**src/rtl/timer_ctrl_if.sv**
```systemverilog
// Handshake bundle between the kitchen-timer control block and its keypad/counter neighbours.
// door_closed exists only when TIMER_CTRL_DOOR_EN is defined.
interface timer_ctrl_if;
    logic       clear;
    logic       start;
    logic       stop;
    logic       key_valid;
    logic [3:0] key_digit;
`ifdef TIMER_CTRL_DOOR_EN
    logic       door_closed;
`endif
    logic       zero;
    logic [3:0] min_in;
    logic [3:0] sec_tens_in;
    logic [3:0] sec_ones_in;
    logic       load;
    logic       en;
    logic       clearn;
    logic       running;
    logic       done;
    logic [2:0] state;

    modport master (
        output clear, start, stop, key_valid, key_digit,
`ifdef TIMER_CTRL_DOOR_EN
        output door_closed,
`endif
        output zero,
        input  min_in, sec_tens_in, sec_ones_in, load, en, clearn, running, done, state
    );

    modport slave (
        input  clear, start, stop, key_valid, key_digit,
`ifdef TIMER_CTRL_DOOR_EN
        input  door_closed,
`endif
        input  zero,
        output min_in, sec_tens_in, sec_ones_in, load, en, clearn, running, done, state
    );
endinterface

```
**src/rtl/timer_ctrl.sv**
```systemverilog
// Kitchen-timer control: keypad entry buffer, load/tick/clear drive for the digit counters.
// Optional door interlock enabled by defining TIMER_CTRL_DOOR_EN.
module timer_ctrl #(
    parameter int unsigned TICK_DIV = 50_000_000
) (
    input  logic        i_clk,
    input  logic        i_reset,
    timer_ctrl_if.slave io_bus
);
    localparam int unsigned PW = (TICK_DIV > 1) ? $clog2(TICK_DIV) : 1;
    localparam logic [PW-1:0] TERM = PW'(TICK_DIV - 1);

    typedef enum logic [2:0] {
        StIdle  = 3'd0,
        StSet   = 3'd1,
        StLoad  = 3'd2,
        StRun   = 3'd3,
        StPause = 3'd4,
        StDone  = 3'd5
    } state_e;

    state_e        r_state;
    state_e        w_state_next;
    logic [3:0]    r_min, r_tens, r_ones;
    logic [3:0]    w_min_next, w_tens_next, w_ones_next;
    logic [PW-1:0] r_presc;
    logic [PW-1:0] w_presc_next;
    logic          w_digit_ok;
    logic          w_door;
    logic          w_buf_zero;

`ifdef TIMER_CTRL_DOOR_EN
    assign w_door = io_bus.door_closed;
`else
    assign w_door = 1'b1;
`endif

    assign w_digit_ok = io_bus.key_valid && (io_bus.key_digit <= 4'd9);
    assign w_buf_zero = (r_min == 4'd0) && (r_tens == 4'd0) && (r_ones == 4'd0);

    always_ff @(posedge i_clk or posedge i_reset) begin
        if (i_reset) begin
            r_state <= StIdle;
            r_min   <= 4'd0;
            r_tens  <= 4'd0;
            r_ones  <= 4'd0;
            r_presc <= '0;
        end else begin
            r_state <= w_state_next;
            r_min   <= w_min_next;
            r_tens  <= w_tens_next;
            r_ones  <= w_ones_next;
            r_presc <= w_presc_next;
        end
    end

    always_comb begin
        w_state_next = r_state;
        w_min_next   = r_min;
        w_tens_next  = r_tens;
        w_ones_next  = r_ones;
        w_presc_next = r_presc;
        if (io_bus.clear) begin
            w_state_next = StIdle;
            w_min_next   = 4'd0;
            w_tens_next  = 4'd0;
            w_ones_next  = 4'd0;
            w_presc_next = '0;
        end else begin
            case (r_state)
                StIdle: begin
                    if (w_digit_ok) begin
                        w_min_next   = r_tens;
                        w_tens_next  = r_ones;
                        w_ones_next  = io_bus.key_digit;
                        w_state_next = StSet;
                    end
                end
                StSet: begin
                    // A valid start swallows a coincident digit; an ignored start does not.
                    if (io_bus.start && w_door && !w_buf_zero) begin
                        if (r_tens > 4'd5) begin
                            w_tens_next = 4'd5;
                        end
                        w_state_next = StLoad;
                    end else if (w_digit_ok) begin
                        w_min_next  = r_tens;
                        w_tens_next = r_ones;
                        w_ones_next = io_bus.key_digit;
                    end
                end
                StLoad: begin
                    w_presc_next = '0;
                    w_state_next = StRun;
                end
                StRun: begin
                    w_presc_next = (r_presc == TERM) ? '0 : r_presc + PW'(1);
                    if (io_bus.zero) begin
                        w_state_next = StDone;
                    end else if (io_bus.stop || !w_door) begin
                        w_state_next = StPause;
                    end
                end
                StPause: begin
                    if (io_bus.start && w_door) begin
                        w_state_next = StRun;
                    end
                end
                StDone: begin
                    if (w_digit_ok) begin
                        w_min_next   = 4'd0;
                        w_tens_next  = 4'd0;
                        w_ones_next  = io_bus.key_digit;
                        w_state_next = StSet;
                    end
                end
                default: w_state_next = StIdle;
            endcase
        end
    end

    // en is combinational on zero so the counters never wrap past 0:00.
    assign io_bus.en          = (r_state == StRun) && (r_presc == TERM) && !io_bus.zero;
    assign io_bus.load        = (r_state == StLoad);
    assign io_bus.clearn      = (r_state != StIdle);
    assign io_bus.running     = (r_state == StRun);
    assign io_bus.done        = (r_state == StDone);
    assign io_bus.state       = r_state;
    assign io_bus.min_in      = r_min;
    assign io_bus.sec_tens_in = r_tens;
    assign io_bus.sec_ones_in = r_ones;
endmodule

```
**src/flat_wrapper.sv**
```systemverilog
// flat-port wrapper written by rule: the top's interface ports become plain ports
module timer_ctrl_flat 
#(
    parameter int unsigned TICK_DIV = 50_000_000
)
  (i_clk, i_reset, io_bus_clear, io_bus_start, io_bus_stop, io_bus_key_valid, io_bus_key_digit, io_bus_zero, io_bus_min_in, io_bus_sec_tens_in, io_bus_sec_ones_in, io_bus_load, io_bus_en, io_bus_clearn, io_bus_running, io_bus_done, io_bus_state);
  timer_ctrl_if io_bus_i ();
  input  logic i_clk;
  input  logic i_reset;
  input wire logic [$bits(io_bus_i.clear)-1:0] io_bus_clear;
  input wire logic [$bits(io_bus_i.start)-1:0] io_bus_start;
  input wire logic [$bits(io_bus_i.stop)-1:0] io_bus_stop;
  input wire logic [$bits(io_bus_i.key_valid)-1:0] io_bus_key_valid;
  input wire logic [$bits(io_bus_i.key_digit)-1:0] io_bus_key_digit;
  input wire logic [$bits(io_bus_i.zero)-1:0] io_bus_zero;
  output wire logic [$bits(io_bus_i.min_in)-1:0] io_bus_min_in;
  output wire logic [$bits(io_bus_i.sec_tens_in)-1:0] io_bus_sec_tens_in;
  output wire logic [$bits(io_bus_i.sec_ones_in)-1:0] io_bus_sec_ones_in;
  output wire logic [$bits(io_bus_i.load)-1:0] io_bus_load;
  output wire logic [$bits(io_bus_i.en)-1:0] io_bus_en;
  output wire logic [$bits(io_bus_i.clearn)-1:0] io_bus_clearn;
  output wire logic [$bits(io_bus_i.running)-1:0] io_bus_running;
  output wire logic [$bits(io_bus_i.done)-1:0] io_bus_done;
  output wire logic [$bits(io_bus_i.state)-1:0] io_bus_state;
  assign io_bus_i.clear = io_bus_clear;
  assign io_bus_i.start = io_bus_start;
  assign io_bus_i.stop = io_bus_stop;
  assign io_bus_i.key_valid = io_bus_key_valid;
  assign io_bus_i.key_digit = io_bus_key_digit;
  assign io_bus_i.zero = io_bus_zero;
  assign io_bus_min_in = io_bus_i.min_in;
  assign io_bus_sec_tens_in = io_bus_i.sec_tens_in;
  assign io_bus_sec_ones_in = io_bus_i.sec_ones_in;
  assign io_bus_load = io_bus_i.load;
  assign io_bus_en = io_bus_i.en;
  assign io_bus_clearn = io_bus_i.clearn;
  assign io_bus_running = io_bus_i.running;
  assign io_bus_done = io_bus_i.done;
  assign io_bus_state = io_bus_i.state;
  timer_ctrl #(.TICK_DIV(TICK_DIV)) u_core (.i_clk(i_clk), .i_reset(i_reset), .io_bus(io_bus_i));
endmodule
```
**config.mk**
```make
export PLATFORM = sky130hd
export DESIGN_NAME = timer_ctrl_flat
export DESIGN_NICKNAME = d
export VERILOG_FILES = /design/src/rtl/timer_ctrl_if.sv /design/src/rtl/timer_ctrl.sv /design/src/flat_wrapper.sv
export SDC_FILE = /design/constraint.sdc
export NUM_CORES = 1
export LEC_CHECK = 0
export ABC_AREA = 1
export BUFFER_PORTS_ARGS = -buffer_cell sky130_fd_sc_hd__buf_2
export CAP_MARGIN = 20
export CORE_MARGIN = 5
export CORE_UTILIZATION = 60
export CTS_BUF_LIST = sky130_fd_sc_hd__clkbuf_2 sky130_fd_sc_hd__clkbuf_4 sky130_fd_sc_hd__clkbuf_8
export CTS_CLUSTER_SIZE = 30
export DETAILED_ROUTE_END_ITERATION = 12
export PLACE_DENSITY = 0.84
export SLEW_MARGIN = 5
export SYNTH_ARGS = -nofsm -noshare
export SYNTH_HDL_FRONTEND = slang
export SYNTH_SLANG_ARGS = --single-unit
```
**constraint.sdc**
```tcl
create_clock -name i_clk -period 1.8 [get_ports i_clk]
set_input_delay 0 -clock i_clk [delete_from_list [all_inputs] [get_ports i_clk]]
set_output_delay 0 -clock i_clk [all_outputs]
set_load 0.005 [all_outputs]
```
==> results.tsv <==
stage	metric	value	unit
run_status	status	finished clean	
power	irDropWorstVdd	709	uV
placed_design	place.gp.congestion	0.939	
yosys	seq_area_frac_synth	0.385	
power	power	0.00258	W
yosys	synth_top_area_cell	dfrtp_1	
timing	tightest_slew	503	ps
placed_design	place_ws	97.9	ps
cts	clkSinkCount	41	
timing	setup_violations	0	
timing	clock_skew	4.76	ps
setup_path	setup.worst_path.class	reg -> reg	
floorplan	dieArea	5880	sq um
cells_and_area	drive_gt1_frac	0.173	
timing	timing.fmax	0.597	GHz
cts	cts_max_level	2	
yosys	synth_top_area_frac	0.385	
timing	setup_ws	125	ps
hold_path	min_path_type	in -> reg	
grt	antenna_found_initial	0	
cts	clockRootBuffer	clkbuf_8	
setup_path	arrival	1870	ps
grt	grtUsageTotal	0.219	
cts	post-cts-setup-buffers	0	
grt	grt_pass1_vias	2458	
setup_path	reg2reg_to	u_core.r_presc[20]	
yosys	synthDistinctLibCells	30	
yosys	syn-cell-area	2670	sq um
routing	via_count	2483	
cts	clockBufferDepth	2	
floorplan	io_pins	31	
cells_and_area	nets	433	
cells_and_area	fillers	362	
routing	dr.pass1.iters	4	
cells_and_area	areaGrowthSynthToFinish	14.2	%
yosys	ys_top_cells_by_area	dfrtp_1 (38%), nand2_1 (18%), nand3_1 (6.0%)	
floorplan	die_h	76.7	microns
cts	clk_pin_slew_worst_paths	80	ps
yosys	postSynthCellCount	378	
cts	cts_tree	built	
timing	fin_crit_sh	0.931	
setup_path	cp_max_fo	9	
setup_path	critPathLaunch	u_core.r_presc[1]	
power	power_density	847	nW/um^2
timing	rsz0062_at_grt	false	
setup_path	ff2ff_path_depth	10	
routing	drt_iter0_markers	90	
yosys	yosysWarnings	0	
yosys	synth.avg_cell_area	7.06	sq um
cells_and_area	n_antenna_cell	0	
power	leakage	1.48	nW
setup_path	cp-end-kind	flop	
floorplan	fp.dieW	76.7	microns
routing	via_per_inst	5.24	
floorplan	row_count	24	
timing	max_slew_margin	0.665	
grt	gr-total-overflow	0	
routing	drc	0	
setup_path	endpoint	u_core.r_presc[20]	
timing	finalHoldViolCount	0	
yosys	synth-seq-cells	41	
grt	grt_pass1_wl	10800	microns
routing	ant_nets	0	
floorplan	core_area	4320	sq um
run	maxCapViolations	0	
cts	cts_buffers	5	
setup_path	critPathRequiredTime	1990	ps
placed_design	hpwlAfterDp	4450	microns
setup_path	regToRegSetupSlack	120	ps
placed_design	port_buffers	30	
cts	insertion_delay	300	ps
timing	report.final.slew_viol_count	0	
timing	tns	0	ps
grt	grt_max_degree	42	
timing	min_period	1680	ps
floorplan	initial_core_util	0.617	
routing	wire_per_inst	12.7	microns
yosys	syn_nets	390	
routing	wirelength	6020	microns
setup_path	rr_startpoint	u_core.r_presc[1]	
setup_path	crit_path_start_kind	flop	
[worst min path at each step]
stage	start	to	slack [ps]	depth (start not counted)
after floorplan	io_bus_zero	io_bus_en	130	3
after global placement	i_reset	u_core.r_presc[13]	150	3
after detailed placement	i_reset	u_core.r_presc[13]	160	3
after CTS	io_bus_zero	u_core.io_bus.state[1]	1	4
after global routing	io_bus_zero	u_core.io_bus.state[1]	20	4
final	io_bus_zero	u_core.io_bus.state[1]	9	4
[worst max-delay path: stages, from the launching register on]
cell and delay [ps]:
dfrtp_1 450, ha_4 180, nand2_2 60, nor2_2 120, nand2_1 110, nor2_4 120
nand2_2 100, nor2_4 140, nor2_4 80, nor2_8 140, nor2_1 70
[layout make-up]
cell class | count | area [sq um] | share of cell area
Inverter | 41 | 154 | 0.0505
Sequential cell | 41 | 1030 | 0.337
Multi-Input combinational cell | 290 | 1460 | 0.479
Timing Repair Buffer | 42 | 255 | 0.0838
Clock buffer | 5 | 68.8 | 0.0226
Clock inverter | 3 | 17.5 | 0.00575
Tap cell | 52 | 65.1 | 0.0214
[cells in the mapped netlist]
| cell type | number |
|---|---|
| nand2_1 | 131 |
| nor3_1 | 5 |
| nor2_4 | 8 |
| xnor2_1 | 2 |
| inv_1 | 38 |
| o21ai_4 | 1 |
| o21bai_1 | 5 |
| nand3_1 | 32 |
| o22ai_1 | 1 |
| inv_2 | 3 |
| ha_1 | 1 |
| o21ai_0 | 16 |
| or2_0 | 1 |
| a21oi_1 | 2 |
| nand3b_1 | 2 |
| o21ai_1 | 7 |
| buf_2 | 4 |
| nor2b_1 | 1 |
| buf_6 | 2 |
| dfrtp_1 | 41 |
| nand3_2 | 3 |
| nand4_1 | 10 |
| nor2_1 | 38 |
| o211ai_1 | 2 |
| nor2_8 | 1 |
| nor2_2 | 3 |
| nand3_4 | 1 |
| nand2_2 | 7 |
| xor2_1 | 9 |
| a31oi_1 | 1 |
[state kept, by name, indices dropped and copies added, names as in the netlist]
signal                     count
u_core.r_presc                26
u_core.io_bus.min_in           4
u_core.io_bus.sec_ones_in      4
u_core.io_bus.sec_tens_in      4
u_core.io_bus.state            3
[routing by layer]
| layer | global-route usage | part of all wire | vias to the layer above |
|---|---|---|---|
| li1 | - | - | 1281 |
| met1 | 0.277 | 0.46 | 1124 |
| met2 | 0.365 | 0.48 | 66 |
| met3 | 0.0457 | 0.045 | 12 |
| met4 | 0.0857 | 0.020 | 0 |
| met5 | 0 | 0 | - |
[cell usage in the layout, fill, tap and decap left out]
cell / Yosys / routed
nand4_1: 10 / 10
a31oi_1: 1 / 1
nand3_2: 3 / 3
nand3_1: 32 / 32
xor2_1: 9 / 9
clkinv_2: 0 / 2
o21ai_1: 7 / 7
or2_0: 1 / 1
nand3_4: 1 / 1
clkbuf_8: 0 / 5
nor2_4: 8 / 8
nand2_1: 131 / 131
a21oi_1: 2 / 2
buf_2: 4 / 30
nand2_2: 7 / 7
buf_4: 0 / 6
dfrtp_2: 0 / 1
clkinvlp_4: 0 / 1
xnor2_1: 2 / 2
o21ai_0: 16 / 16
o211ai_1: 2 / 2
inv_2: 3 / 3
dlygate4sd3_1: 0 / 6
nor2_2: 3 / 3
o21bai_1: 5 / 5
nor2_8: 1 / 1
o22ai_1: 1 / 1
nand3b_1: 2 / 2
nor3_1: 5 / 5
o21ai_4: 1 / 1
inv_1: 38 / 38
dfrtp_1: 41 / 40
ha_4: 0 / 1
nor2b_1: 1 / 1
nor2_1: 38 / 38
[per-stage QoR]
stage	utilization	std cells	instance area [sq um]	hold slack (ps)
floorplan	-	378	2670	132
global placement	0.667	460	2890	147
detailed placement	0.667	460	2890	157
CTS	0.701	474	3030	1.34
global route	0.704	474	3050	24.9
finish	0.704	474	3050	9.17
[power by group]
group          internal (W)  switching (W)  total, W
clock network      0.000268       0.000342  0.000610
registers           0.00101       0.000116   0.00113
logic              0.000319       0.000522  0.000841
[what timing repair did]
action,4_1_cts,5_1_grt
resized for setup,0,3
endpoints found under the hold margin,46,0
hold buffers,6,0
endpoints found under the setup margin,0,16
[kinds of logic after synthesis]
logic type	after synthesis	synth area share
DFF	41	0.385
and+or+nand+nor	243	0.424
xor gates and xnor gates	11	0.0361
adders and majority gates	1	0.00469
AOI/OAI and AO/OA	35	0.0774
buffers and inverters	47	0.0736
Power figures use the tool's default switching activity.
